File: src/rtl/line_merge_3_if.sv
// AXI4-Stream bundle shared by the line buffers and the merge stage.
interface axi4_stream_if #(
  parameter int TDATA_WIDTH = 32,
  parameter int TID_WIDTH   = 4,
  parameter int TDEST_WIDTH = 4,
  parameter int TUSER_WIDTH = 1
);
  logic                         tvalid;
  logic                         tready;
  logic [TDATA_WIDTH-1:0]       tdata;
  logic [(TDATA_WIDTH+7)/8-1:0] tstrb;
  logic [(TDATA_WIDTH+7)/8-1:0] tkeep;
  logic                         tlast;
  logic [TID_WIDTH-1:0]         tid;
  logic [TDEST_WIDTH-1:0]       tdest;
  logic [TUSER_WIDTH-1:0]       tuser;

  modport master (output tvalid, tdata, tstrb, tkeep, tlast, tid, tdest, tuser, input tready);
  modport slave  (input tvalid, tdata, tstrb, tkeep, tlast, tid, tdest, tuser, output tready);
endinterface

File: src/rtl/line_merge_3.sv
// Pops three line buffers together and joins their pixel streams into one
// column-per-beat stream for vertical/3x3 filters.
module line_merge_3_lane (
  input  logic clk_i,
  input  logic rst_n_i,
  input  logic clr,
  input  logic stream,
  input  logic drain,
  input  logic join_ok,
  input  logic tvalid,
  input  logic tlast,
  output logic tready,
  output logic done
);
  // Joined lanes move together; while draining, each lane runs alone to its tlast.
  assign tready = (stream && join_ok) || (drain && !done);

  always_ff @(posedge clk_i or negedge rst_n_i) begin
    if (!rst_n_i)                      done <= 1'b0;
    else if (clr)                      done <= 1'b0;
    else if (tvalid && tready && tlast) done <= 1'b1;
  end
endmodule

module line_merge_3 #(
  parameter int PX_WIDTH      = 30,
  parameter int TDATA_WIDTH_I = 32,
  parameter int TDATA_WIDTH_O = 96
) (
  input  logic          clk_i,
  input  logic          rst_n_i,
  axi4_stream_if.slave  line0_i,
  axi4_stream_if.slave  line1_i,
  axi4_stream_if.slave  line2_i,
  input  logic [2:0]    unread_i,
  input  logic [2:0]    empty_i,
  output logic [2:0]    pop_line_o,
  axi4_stream_if.master video_o,
  output logic          tlast_err_o
);
  localparam int NUM_LANES = 3;

  typedef enum logic [1:0] {IDLE, POP, STREAM, DRAIN} state_t;

  typedef struct packed {
    logic [TDATA_WIDTH_O-1:0] tdata;
    logic                     tlast;
    logic                     tuser;
  } beat_t;

  state_t                               state;
  beat_t                                out_q;
  logic                                 out_vld;
  logic [NUM_LANES-1:0]                 in_vld, in_last, in_user, in_rdy, done, acc;
  logic [NUM_LANES-1:0][PX_WIDTH-1:0]   in_px;
  logic [TDATA_WIDTH_O-1:0]             col_px;
  logic                                 all_v, can_load, join_ok, join_acc, all_done_nxt;
  logic                                 unused_in;

  assign in_vld  = {line2_i.tvalid, line1_i.tvalid, line0_i.tvalid};
  assign in_last = {line2_i.tlast,  line1_i.tlast,  line0_i.tlast};
  assign in_user = {|line2_i.tuser, |line1_i.tuser, |line0_i.tuser};
  assign in_px   = {line2_i.tdata[PX_WIDTH-1:0], line1_i.tdata[PX_WIDTH-1:0],
                    line0_i.tdata[PX_WIDTH-1:0]};

  assign line0_i.tready = in_rdy[0];
  assign line1_i.tready = in_rdy[1];
  assign line2_i.tready = in_rdy[2];

  assign unused_in = ^{line0_i.tdata, line0_i.tstrb, line0_i.tkeep, line0_i.tid, line0_i.tdest,
                       line1_i.tdata, line1_i.tstrb, line1_i.tkeep, line1_i.tid, line1_i.tdest,
                       line2_i.tdata, line2_i.tstrb, line2_i.tkeep, line2_i.tid, line2_i.tdest};

  assign all_v        = &in_vld;
  assign can_load     = !out_vld || video_o.tready;
  assign join_ok      = all_v && can_load;
  assign join_acc     = (state == STREAM) && join_ok;
  assign acc          = in_vld & in_rdy;
  assign all_done_nxt = &(done | (acc & in_last));

  // Top row in the LSBs, bottom row above it, zero-extended to the output width.
  always_comb begin
    col_px = '0;
    col_px[NUM_LANES*PX_WIDTH-1:0] = in_px;
  end

  for (genvar i = 0; i < NUM_LANES; i++) begin : g_lane
    line_merge_3_lane u_lane (
      .clk_i   (clk_i),
      .rst_n_i (rst_n_i),
      .clr     (state == POP),
      .stream  (state == STREAM),
      .drain   (state == DRAIN),
      .join_ok (join_ok),
      .tvalid  (in_vld[i]),
      .tlast   (in_last[i]),
      .tready  (in_rdy[i]),
      .done    (done[i])
    );
  end

  // can_load in IDLE keeps a pending tlast from being overtaken by the next pop.
  always_ff @(posedge clk_i or negedge rst_n_i) begin
    if (!rst_n_i) begin
      state       <= IDLE;
      pop_line_o  <= '0;
      tlast_err_o <= 1'b0;
    end else begin
      pop_line_o  <= '0;
      tlast_err_o <= 1'b0;
      case (state)
        IDLE: if (unread_i == 3'b111 && empty_i == 3'b000 && can_load) begin
          state      <= POP;
          pop_line_o <= 3'b111;
        end
        POP: state <= STREAM;
        STREAM: if (join_acc && |in_last) begin
          state       <= (&in_last) ? IDLE : DRAIN;
          tlast_err_o <= !(&in_last);
        end
        DRAIN: if (all_done_nxt) state <= IDLE;
        default: state <= IDLE;
      endcase
    end
  end

  always_ff @(posedge clk_i or negedge rst_n_i) begin
    if (!rst_n_i) begin
      out_vld <= 1'b0;
      out_q   <= '0;
    end else if (join_acc) begin
      out_vld     <= 1'b1;
      out_q.tdata <= col_px;
      out_q.tlast <= |in_last;
      out_q.tuser <= |in_user;
    end else if (video_o.tready) begin
      out_vld <= 1'b0;
    end
  end

  assign video_o.tvalid = out_vld;
  assign video_o.tdata  = out_q.tdata;
  assign video_o.tlast  = out_q.tlast;
  assign video_o.tuser  = out_q.tuser;
  assign video_o.tstrb  = '1;
  assign video_o.tkeep  = '1;
  assign video_o.tid    = '0;
  assign video_o.tdest  = '0;
endmodule

File: src/flat_wrapper.sv
// flat-port wrapper written by rule: the top's interface ports become plain ports
module line_merge_3_flat 
#(
  parameter int PX_WIDTH      = 30,
  parameter int TDATA_WIDTH_I = 32,
  parameter int TDATA_WIDTH_O = 96
)
  (clk_i, rst_n_i, unread_i, empty_i, pop_line_o, tlast_err_o, line0_i_tvalid, line0_i_tdata, line0_i_tstrb, line0_i_tkeep, line0_i_tlast, line0_i_tid, line0_i_tdest, line0_i_tuser, line0_i_tready, line1_i_tvalid, line1_i_tdata, line1_i_tstrb, line1_i_tkeep, line1_i_tlast, line1_i_tid, line1_i_tdest, line1_i_tuser, line1_i_tready, line2_i_tvalid, line2_i_tdata, line2_i_tstrb, line2_i_tkeep, line2_i_tlast, line2_i_tid, line2_i_tdest, line2_i_tuser, line2_i_tready, video_o_tvalid, video_o_tdata, video_o_tstrb, video_o_tkeep, video_o_tlast, video_o_tid, video_o_tdest, video_o_tuser, video_o_tready);
  axi4_stream_if #(.TDATA_WIDTH((32))) line0_i_i ();
  axi4_stream_if #(.TDATA_WIDTH((32))) line1_i_i ();
  axi4_stream_if #(.TDATA_WIDTH((32))) line2_i_i ();
  axi4_stream_if #(.TDATA_WIDTH((96))) video_o_i ();
  input  logic clk_i;
  input  logic rst_n_i;
  input  logic [2:0] unread_i;
  input  logic [2:0] empty_i;
  output logic [2:0] pop_line_o;
  output logic tlast_err_o;
  input wire logic [$bits(line0_i_i.tvalid)-1:0] line0_i_tvalid;
  input wire logic [$bits(line0_i_i.tdata)-1:0] line0_i_tdata;
  input wire logic [$bits(line0_i_i.tstrb)-1:0] line0_i_tstrb;
  input wire logic [$bits(line0_i_i.tkeep)-1:0] line0_i_tkeep;
  input wire logic [$bits(line0_i_i.tlast)-1:0] line0_i_tlast;
  input wire logic [$bits(line0_i_i.tid)-1:0] line0_i_tid;
  input wire logic [$bits(line0_i_i.tdest)-1:0] line0_i_tdest;
  input wire logic [$bits(line0_i_i.tuser)-1:0] line0_i_tuser;
  output wire logic [$bits(line0_i_i.tready)-1:0] line0_i_tready;
  input wire logic [$bits(line1_i_i.tvalid)-1:0] line1_i_tvalid;
  input wire logic [$bits(line1_i_i.tdata)-1:0] line1_i_tdata;
  input wire logic [$bits(line1_i_i.tstrb)-1:0] line1_i_tstrb;
  input wire logic [$bits(line1_i_i.tkeep)-1:0] line1_i_tkeep;
  input wire logic [$bits(line1_i_i.tlast)-1:0] line1_i_tlast;
  input wire logic [$bits(line1_i_i.tid)-1:0] line1_i_tid;
  input wire logic [$bits(line1_i_i.tdest)-1:0] line1_i_tdest;
  input wire logic [$bits(line1_i_i.tuser)-1:0] line1_i_tuser;
  output wire logic [$bits(line1_i_i.tready)-1:0] line1_i_tready;
  input wire logic [$bits(line2_i_i.tvalid)-1:0] line2_i_tvalid;
  input wire logic [$bits(line2_i_i.tdata)-1:0] line2_i_tdata;
  input wire logic [$bits(line2_i_i.tstrb)-1:0] line2_i_tstrb;
  input wire logic [$bits(line2_i_i.tkeep)-1:0] line2_i_tkeep;
  input wire logic [$bits(line2_i_i.tlast)-1:0] line2_i_tlast;
  input wire logic [$bits(line2_i_i.tid)-1:0] line2_i_tid;
  input wire logic [$bits(line2_i_i.tdest)-1:0] line2_i_tdest;
  input wire logic [$bits(line2_i_i.tuser)-1:0] line2_i_tuser;
  output wire logic [$bits(line2_i_i.tready)-1:0] line2_i_tready;
  output wire logic [$bits(video_o_i.tvalid)-1:0] video_o_tvalid;
  output wire logic [$bits(video_o_i.tdata)-1:0] video_o_tdata;
  output wire logic [$bits(video_o_i.tstrb)-1:0] video_o_tstrb;
  output wire logic [$bits(video_o_i.tkeep)-1:0] video_o_tkeep;
  output wire logic [$bits(video_o_i.tlast)-1:0] video_o_tlast;
  output wire logic [$bits(video_o_i.tid)-1:0] video_o_tid;
  output wire logic [$bits(video_o_i.tdest)-1:0] video_o_tdest;
  output wire logic [$bits(video_o_i.tuser)-1:0] video_o_tuser;
  input wire logic [$bits(video_o_i.tready)-1:0] video_o_tready;
  assign line0_i_i.tvalid = line0_i_tvalid;
  assign line0_i_i.tdata = line0_i_tdata;
  assign line0_i_i.tstrb = line0_i_tstrb;
  assign line0_i_i.tkeep = line0_i_tkeep;
  assign line0_i_i.tlast = line0_i_tlast;
  assign line0_i_i.tid = line0_i_tid;
  assign line0_i_i.tdest = line0_i_tdest;
  assign line0_i_i.tuser = line0_i_tuser;
  assign line0_i_tready = line0_i_i.tready;
  assign line1_i_i.tvalid = line1_i_tvalid;
  assign line1_i_i.tdata = line1_i_tdata;
  assign line1_i_i.tstrb = line1_i_tstrb;
  assign line1_i_i.tkeep = line1_i_tkeep;
  assign line1_i_i.tlast = line1_i_tlast;
  assign line1_i_i.tid = line1_i_tid;
  assign line1_i_i.tdest = line1_i_tdest;
  assign line1_i_i.tuser = line1_i_tuser;
  assign line1_i_tready = line1_i_i.tready;
  assign line2_i_i.tvalid = line2_i_tvalid;
  assign line2_i_i.tdata = line2_i_tdata;
  assign line2_i_i.tstrb = line2_i_tstrb;
  assign line2_i_i.tkeep = line2_i_tkeep;
  assign line2_i_i.tlast = line2_i_tlast;
  assign line2_i_i.tid = line2_i_tid;
  assign line2_i_i.tdest = line2_i_tdest;
  assign line2_i_i.tuser = line2_i_tuser;
  assign line2_i_tready = line2_i_i.tready;
  assign video_o_tvalid = video_o_i.tvalid;
  assign video_o_tdata = video_o_i.tdata;
  assign video_o_tstrb = video_o_i.tstrb;
  assign video_o_tkeep = video_o_i.tkeep;
  assign video_o_tlast = video_o_i.tlast;
  assign video_o_tid = video_o_i.tid;
  assign video_o_tdest = video_o_i.tdest;
  assign video_o_tuser = video_o_i.tuser;
  assign video_o_i.tready = video_o_tready;
  line_merge_3 #(.PX_WIDTH(PX_WIDTH), .TDATA_WIDTH_I(TDATA_WIDTH_I), .TDATA_WIDTH_O(TDATA_WIDTH_O)) u_core (.clk_i(clk_i), .rst_n_i(rst_n_i), .line0_i(line0_i_i), .line1_i(line1_i_i), .line2_i(line2_i_i), .unread_i(unread_i), .empty_i(empty_i), .pop_line_o(pop_line_o), .video_o(video_o_i), .tlast_err_o(tlast_err_o));
endmodule
File: config.mk
export PLATFORM = sky130hd
export DESIGN_NAME = line_merge_3_flat
export DESIGN_NICKNAME = d
export VERILOG_FILES = /design/src/rtl/line_merge_3_if.sv /design/src/rtl/line_merge_3.sv /design/src/flat_wrapper.sv
export SDC_FILE = /design/constraint.sdc
export NUM_CORES = 1
export LEC_CHECK = 0
export BUFFER_PORTS_ARGS = -buffer_cell sky130_fd_sc_hd__buf_4
export CAP_MARGIN = 20
export CORE_AREA = 2 2 118 120
export DETAILED_ROUTE_END_ITERATION = 6
export DIE_AREA = 0 0 120 122
export GPL_TIMING_DRIVEN = 0
export SYNTH_ARGS = -nofsm -noshare
export SYNTH_HDL_FRONTEND = slang
export SYNTH_SLANG_ARGS = --single-unit
export TNS_END_PERCENT = 1
File: constraint.sdc
create_clock -name clk_i -period 2.6 [get_ports clk_i]
set_input_delay 0.78 -clock clk_i [delete_from_list [all_inputs] [get_ports clk_i]]
set_output_delay 0.78 -clock clk_i [all_outputs]
set_load 0.1 [all_outputs]
After elaboration in Yosys (flattened, before gate mapping) --
Index checks and enable logic that the tools add are counted.
Word-level totals: register bits 102, input bits 162, output and inout bits 138, word-level logic and storage cells 72
Operators by class: equal/unequal tests 7, mux-type cells 17, bitwise logic cells 3, reduce and logical (&&, ||, !) cells 35
Operator list (number):
- 1-bit logical AND | 14
- 3-bit AND reduction | 4
- 1-bit 2-to-1 mux | 10
- 2-bit 2-to-1 mux | 4
- 2-bit case mux with 4 select lines | 1
- 2-bit nonzero test | 4
- 3-bit AND | 2
- 3-bit 2-to-1 mux | 2
- 2-bit by 1-bit != test with 1-bit output, second input constant | 3
- 3-bit OR reduction | 2
- 1-bit logical NOT | 5
- 2-bit == test, second input constant | 2
- 1-bit logical OR | 4
- 3-bit == test, second input constant | 1
- 3-bit logical NOT | 1
- 3-bit bitwise OR | 1
- 2-bit by 1-bit == test with 1-bit output, second input constant | 1
- 2-bit logical NOT | 1

Longest topological paths before layout --
word-level depth 11, gate-level depth with buffers 7

Modules after synthesis --
A second synthesis with hierarchy kept.
Unflattened totals: cell total of the unflattened synthesis 289, area total of the unflattened synthesis 4391.7 µm²
By module, submodules not included:
- line_merge_3 | instances 1, cells an instance 268, area an instance 4211.5 µm², seq. area each 2427.3 µm²
- line_merge_3_lane | instances 3, cells an instance 7, area an instance 60.1 µm², seq. area each 25.0 µm²

Worst setup path before layout --
OpenSTA, ideal clock, no wires.
path type register to output, start register u_core.out_vld (netlist: u_core.video_o.tvalid), end output port line0_i_tready, data arrival time 2.682 ns, data required time 1.820 ns, setup slack -0.862 ns, cell stages (with the launch flop) 6, buffers on the path 2, cell sequence dfrtp_1 > nor2b_1 > or3b_1 > buf_4 > buf_6 > o21ai_1
Between the ends: word-level cells in the longest chain between the ends 5
RTL lines:
- start, declared | line line_merge_3.sv:53 | logic out_vld;
- start signal, assigned | line line_merge_3.sv:129 | out_vld <= 1'b0;
- start signal, assigned | line line_merge_3.sv:132 | out_vld <= 1'b1;
- start signal, assigned | line line_merge_3.sv:137 | out_vld <= 1'b0;
- 1-bit logical NOT | line line_merge_3.sv:75 | assign can_load = !out_vld || video_o.tready;
- 1-bit logical OR | line line_merge_3.sv:75
- 1-bit logical AND | line line_merge_3.sv:76 | assign join_ok = all_v && can_load;
- 1-bit logical AND | line line_merge_3.sv:16 | assign tready = (stream && join_ok) || (drain && !done);
- 1-bit logical OR | line line_merge_3.sv:16
- end, declared | line flat_wrapper.sv:27 | output wire logic [$bits(line0_i_i.tready)-1:0] line0_i_tready;
Every way passes these cells.

Worst setup path after layout --
start input port line2_i_tvalid, end output port line2_i_tready
Between the ends: word-level cells in the longest chain between the ends 4
RTL lines:
- start, declared | line flat_wrapper.sv:37 | input wire logic [$bits(line2_i_i.tvalid)-1:0] line2_i_tvalid;
- 3-bit AND reduction | line line_merge_3.sv:74 | assign all_v = &in_vld;
- 1-bit logical AND | line line_merge_3.sv:76
- 1-bit logical AND | line line_merge_3.sv:16
- 1-bit logical OR | line line_merge_3.sv:16
- end, declared | line flat_wrapper.sv:45 | output wire logic [$bits(line2_i_i.tready)-1:0] line2_i_tready;
Every way passes these cells.

==> flow_metrics.env <==
export IMPL_status="completed"
export IMPL_core_um2=13500
export IMPL_fin_crit_ns=2.553
export IMPL_max_freq_ghz=0.3918
export IMPL_start_util_pct=31.43
export IMPL_max_cap_viol_count=0
export IMPL_reg2reg_from="u_core.state[0]$_DFFE_PN0P_"
export IMPL_netlist_instances=475
export IMPL_dieArea_um2=14640
export IMPL_tightest_slew_ns=0.7827
export IMPL_hold_depth=2
export IMPL_crit_chain="buf_4 -> nand3_2 -> or3b_4 -> o21ai_4 -> buf_12"
export IMPL_criticalPathCategory="in2out"
export IMPL_io_pins=300
export IMPL_cts_buffers=9
export IMPL_final_cell_count_no_fill=915
export IMPL_min_path_type="reg2reg"
export IMPL_slowest_delay_ns=0.49
export IMPL_ys_warn_count=0
export IMPL_cp_buffers_inverters=2
export IMPL_rsz0062_at_grt="false"
export IMPL_yosysTopAreaCellShare_pct=58.96
export IMPL_dr_pass1_iters=4
export IMPL_setup_ws_ns=0.04736
export IMPL_syn_area_um2=4244
export IMPL_dp_hpwl_um=8576
export IMPL_antennaDiodeCount=0
export IMPL_clk_latency_ns=0.34
export IMPL_grt_use_total_pct=15.52
export IMPL_slowest_stage="or3b_4"
export IMPL_skew_ns=0.005766
export IMPL_hp_start="u_core.video_o.tdata[47]$_DFFE_PN0P_"
export IMPL_critPathLaunchType="input port"
export IMPL_root_buffer="clkbuf_16"
export IMPL_place_ws_ns=-0.3216
export IMPL_grt_pass1_wl_um=18010
export IMPL_numClockSinks=100
export IMPL_arrival_ns=1.77
export IMPL_end_kind="primary output"
export IMPL_gp_congestion=0.7666
export IMPL_rows=43
export IMPL_synth_cell_type_count=25
export IMPL_cts_max_level=3
export IMPL_num_vias=3775
export IMPL_wl_per_cell_um=12.59
export IMPL_drv_slew=0
export IMPL_drive_above_1_share_pct=39.73
export IMPL_wl_um=11520
export IMPL_ys_seq_elements=100
export IMPL_syn2layout_area_growth_pct=54.36
export IMPL_syn_area_per_cell_um2=8.935
export IMPL_timing_hold_ws_ns=0.4751
export IMPL_synth_seq_area_share_pct=58.96
export IMPL_reg2reg_depth=7
export IMPL_drc=0
export IMPL_grt_overflow=0
export IMPL_antenna_left=0
export IMPL_dp_cells=899
export IMPL_antenna_found_initial=0
export IMPL_die_w_um=120
export IMPL_worstHoldEndpoint="u_core.video_o.tdata[47]$_DFFE_PN0P_"
export IMPL_r2r_end="u_core.video_o.tdata[83]$_DFFE_PN0P_"
export IMPL_r2r_slack_ns=0.87
export IMPL_nets=893
export IMPL_slew_headroom_pct=47.82
export IMPL_yosysTopAreaCell="dfrtp_1"
export IMPL_hold_viol=0
export IMPL_die_h_um=122
export IMPL_critical_path_top_delay_family="simple AND/OR/NAND/NOR gates"
export IMPL_cp_required_ns=1.82
export IMPL_min_period_over_period_pct=98.18
export IMPL_drt_iter0_drc=205
export IMPL_yosys_top_cells_area="dfrtp_1 59%, nand2_1 24%, buf_4 7.3%"
export IMPL_finalSetupViolCount=0
export IMPL_grt_max_degree=61
export IMPL_cts_tree="yes"
export IMPL_portBuffers=207
export IMPL_path_clk_slew_ns=0.06
export IMPL_clockBufferDepth=2
export IMPL_worstPathMaxFanout=7
export IMPL_viasPerCell=4.126
export IMPL_grt_pass1_vias=3666
-- timing repair --
item | in CTS | in global routing
pin swaps | 1 | 0
setup endpoints to repair | 3 | 3
hold buffers | 0 | 0
setup buffers | 3 | 0
gates resized for setup | 19 | 0
-- cell usage in the layout, fill, tap and decap left out --
cell type,count
dfrtp_1,98
nor2b_2,1
buf_2,10
o211a_1,1
and3_1,1
nor2_1,1
clkinv_2,1
buf_12,4
o22ai_1,1
nor4_1,1
or3b_4,1
nand3_1,1
conb_1,38
clkbuf_8,1
o21a_1,3
buf_4,247
nor3b_2,1
clkbuf_1,4
nor3_1,5
nand3_2,1
o21ai_4,3
buf_6,9
bufinv_16,1
or4_1,1
nor2b_4,1
a21oi_1,4
dfrtp_2,2
a21boi_1,2
nand2b_1,2
nand2_1,277
o21ai_1,2
clkbuf_16,9
a22o_1,1
-- logic make-up after synthesis --
kind of cell | count (synthesis) | synth area share [%]
other cells | 2 | 0.1770
simple gates | 294 | 27.15
compound gates | 17 | 2.535
buf+inv | 62 | 11.17
flops | 100 | 58.96
-- per-stage QoR --
step	utilization, %	area (um2)	TNS (ns)
6_report	48.51	6551	0
3_3_place_gp	45.70	6171	-0.9708
3_5_place_dp	45.84	6191	-0.9496
5_1_grt	48.51	6551	0
4_1_cts	48.66	6571	0
2_1_floorplan	-	4392	-0.4119
-- cells in the mapped netlist --
library cell and instances:
nand2_1 277, dfrtp_1 100, buf_4 41, buf_2 10, buf_6 10, nor3_1 5
o21ai_1 5, a21oi_1 4, o21a_1 3, a21boi_1 2, conb_1 2, nand2b_1 2
nand3_1 2, a22o_1 1, and3_1 1, clkbuf_1 1, nor2_1 1, nor2b_1 1
nor2b_4 1, nor3b_2 1, nor4_1 1, o211a_1 1, o22ai_1 1, or3b_1 1
or4_1 1
-- worst max-delay path by stage --
stage,from,end,slack [ns],cells past startpoint
after CTS,line2_i_tvalid,line2_i_tready,0.01,6
after floorplan,line2_i_tvalid,line0_i_tready,-0.14,5
final,line2_i_tvalid,line2_i_tready,0.05,5
after detailed placement,video_o_tready,line2_i_tready,-0.32,7
after global routing,u_core.state[0]$_DFFE_PN0P_,line2_i_tready,0.01,5
after global placement,video_o_tready,line2_i_tready,-0.32,7
-- sequential cells by signal, summed over array words and instances, names as in the netlist --
name                       count
u_core.g_lane.u_lane.done      3
u_core.video_o.tuser           1
u_core.video_o.tvalid          1
u_core.state                   2
u_core.video_o.tdata          90
u_core.pop_line_o              1
u_core.tlast_err_o             1
u_core.video_o.tlast           1
-- worst min-delay path, delay by kind of cell, from the launching register on --
kind,cells,cell delay [ns]
flip-flops,1,0.34
AND/OR/NAND/NOR,2,0.10
-- routing by layer --
metal | track usage, % | vias up | wire length [um]
met1 | 19.70 | 1738 | 4857
met2 | 25.21 | 138 | 5549
met5 | 0 | - | 0
met4 | 6.324 | 0 | 243
met3 | 4.120 | 16 | 871
li1 | - | 1883 | -
-- area by class of cell --
class | count | area (um2)
Clock inverter | 2 | 35.03
Fill cell | 1331 | 6953
Clock buffer | 13 | 250.2
Timing Repair Buffer | 211 | 1634
Sequential cell | 100 | 2505
Tap cell | 180 | 225.2
Multi-Input combinational cell | 349 | 1446
Buffer | 60 | 455.4
Power is not shown: default switching activity piles up to over one toggle a cycle in this logic, so the estimate is an artifact.
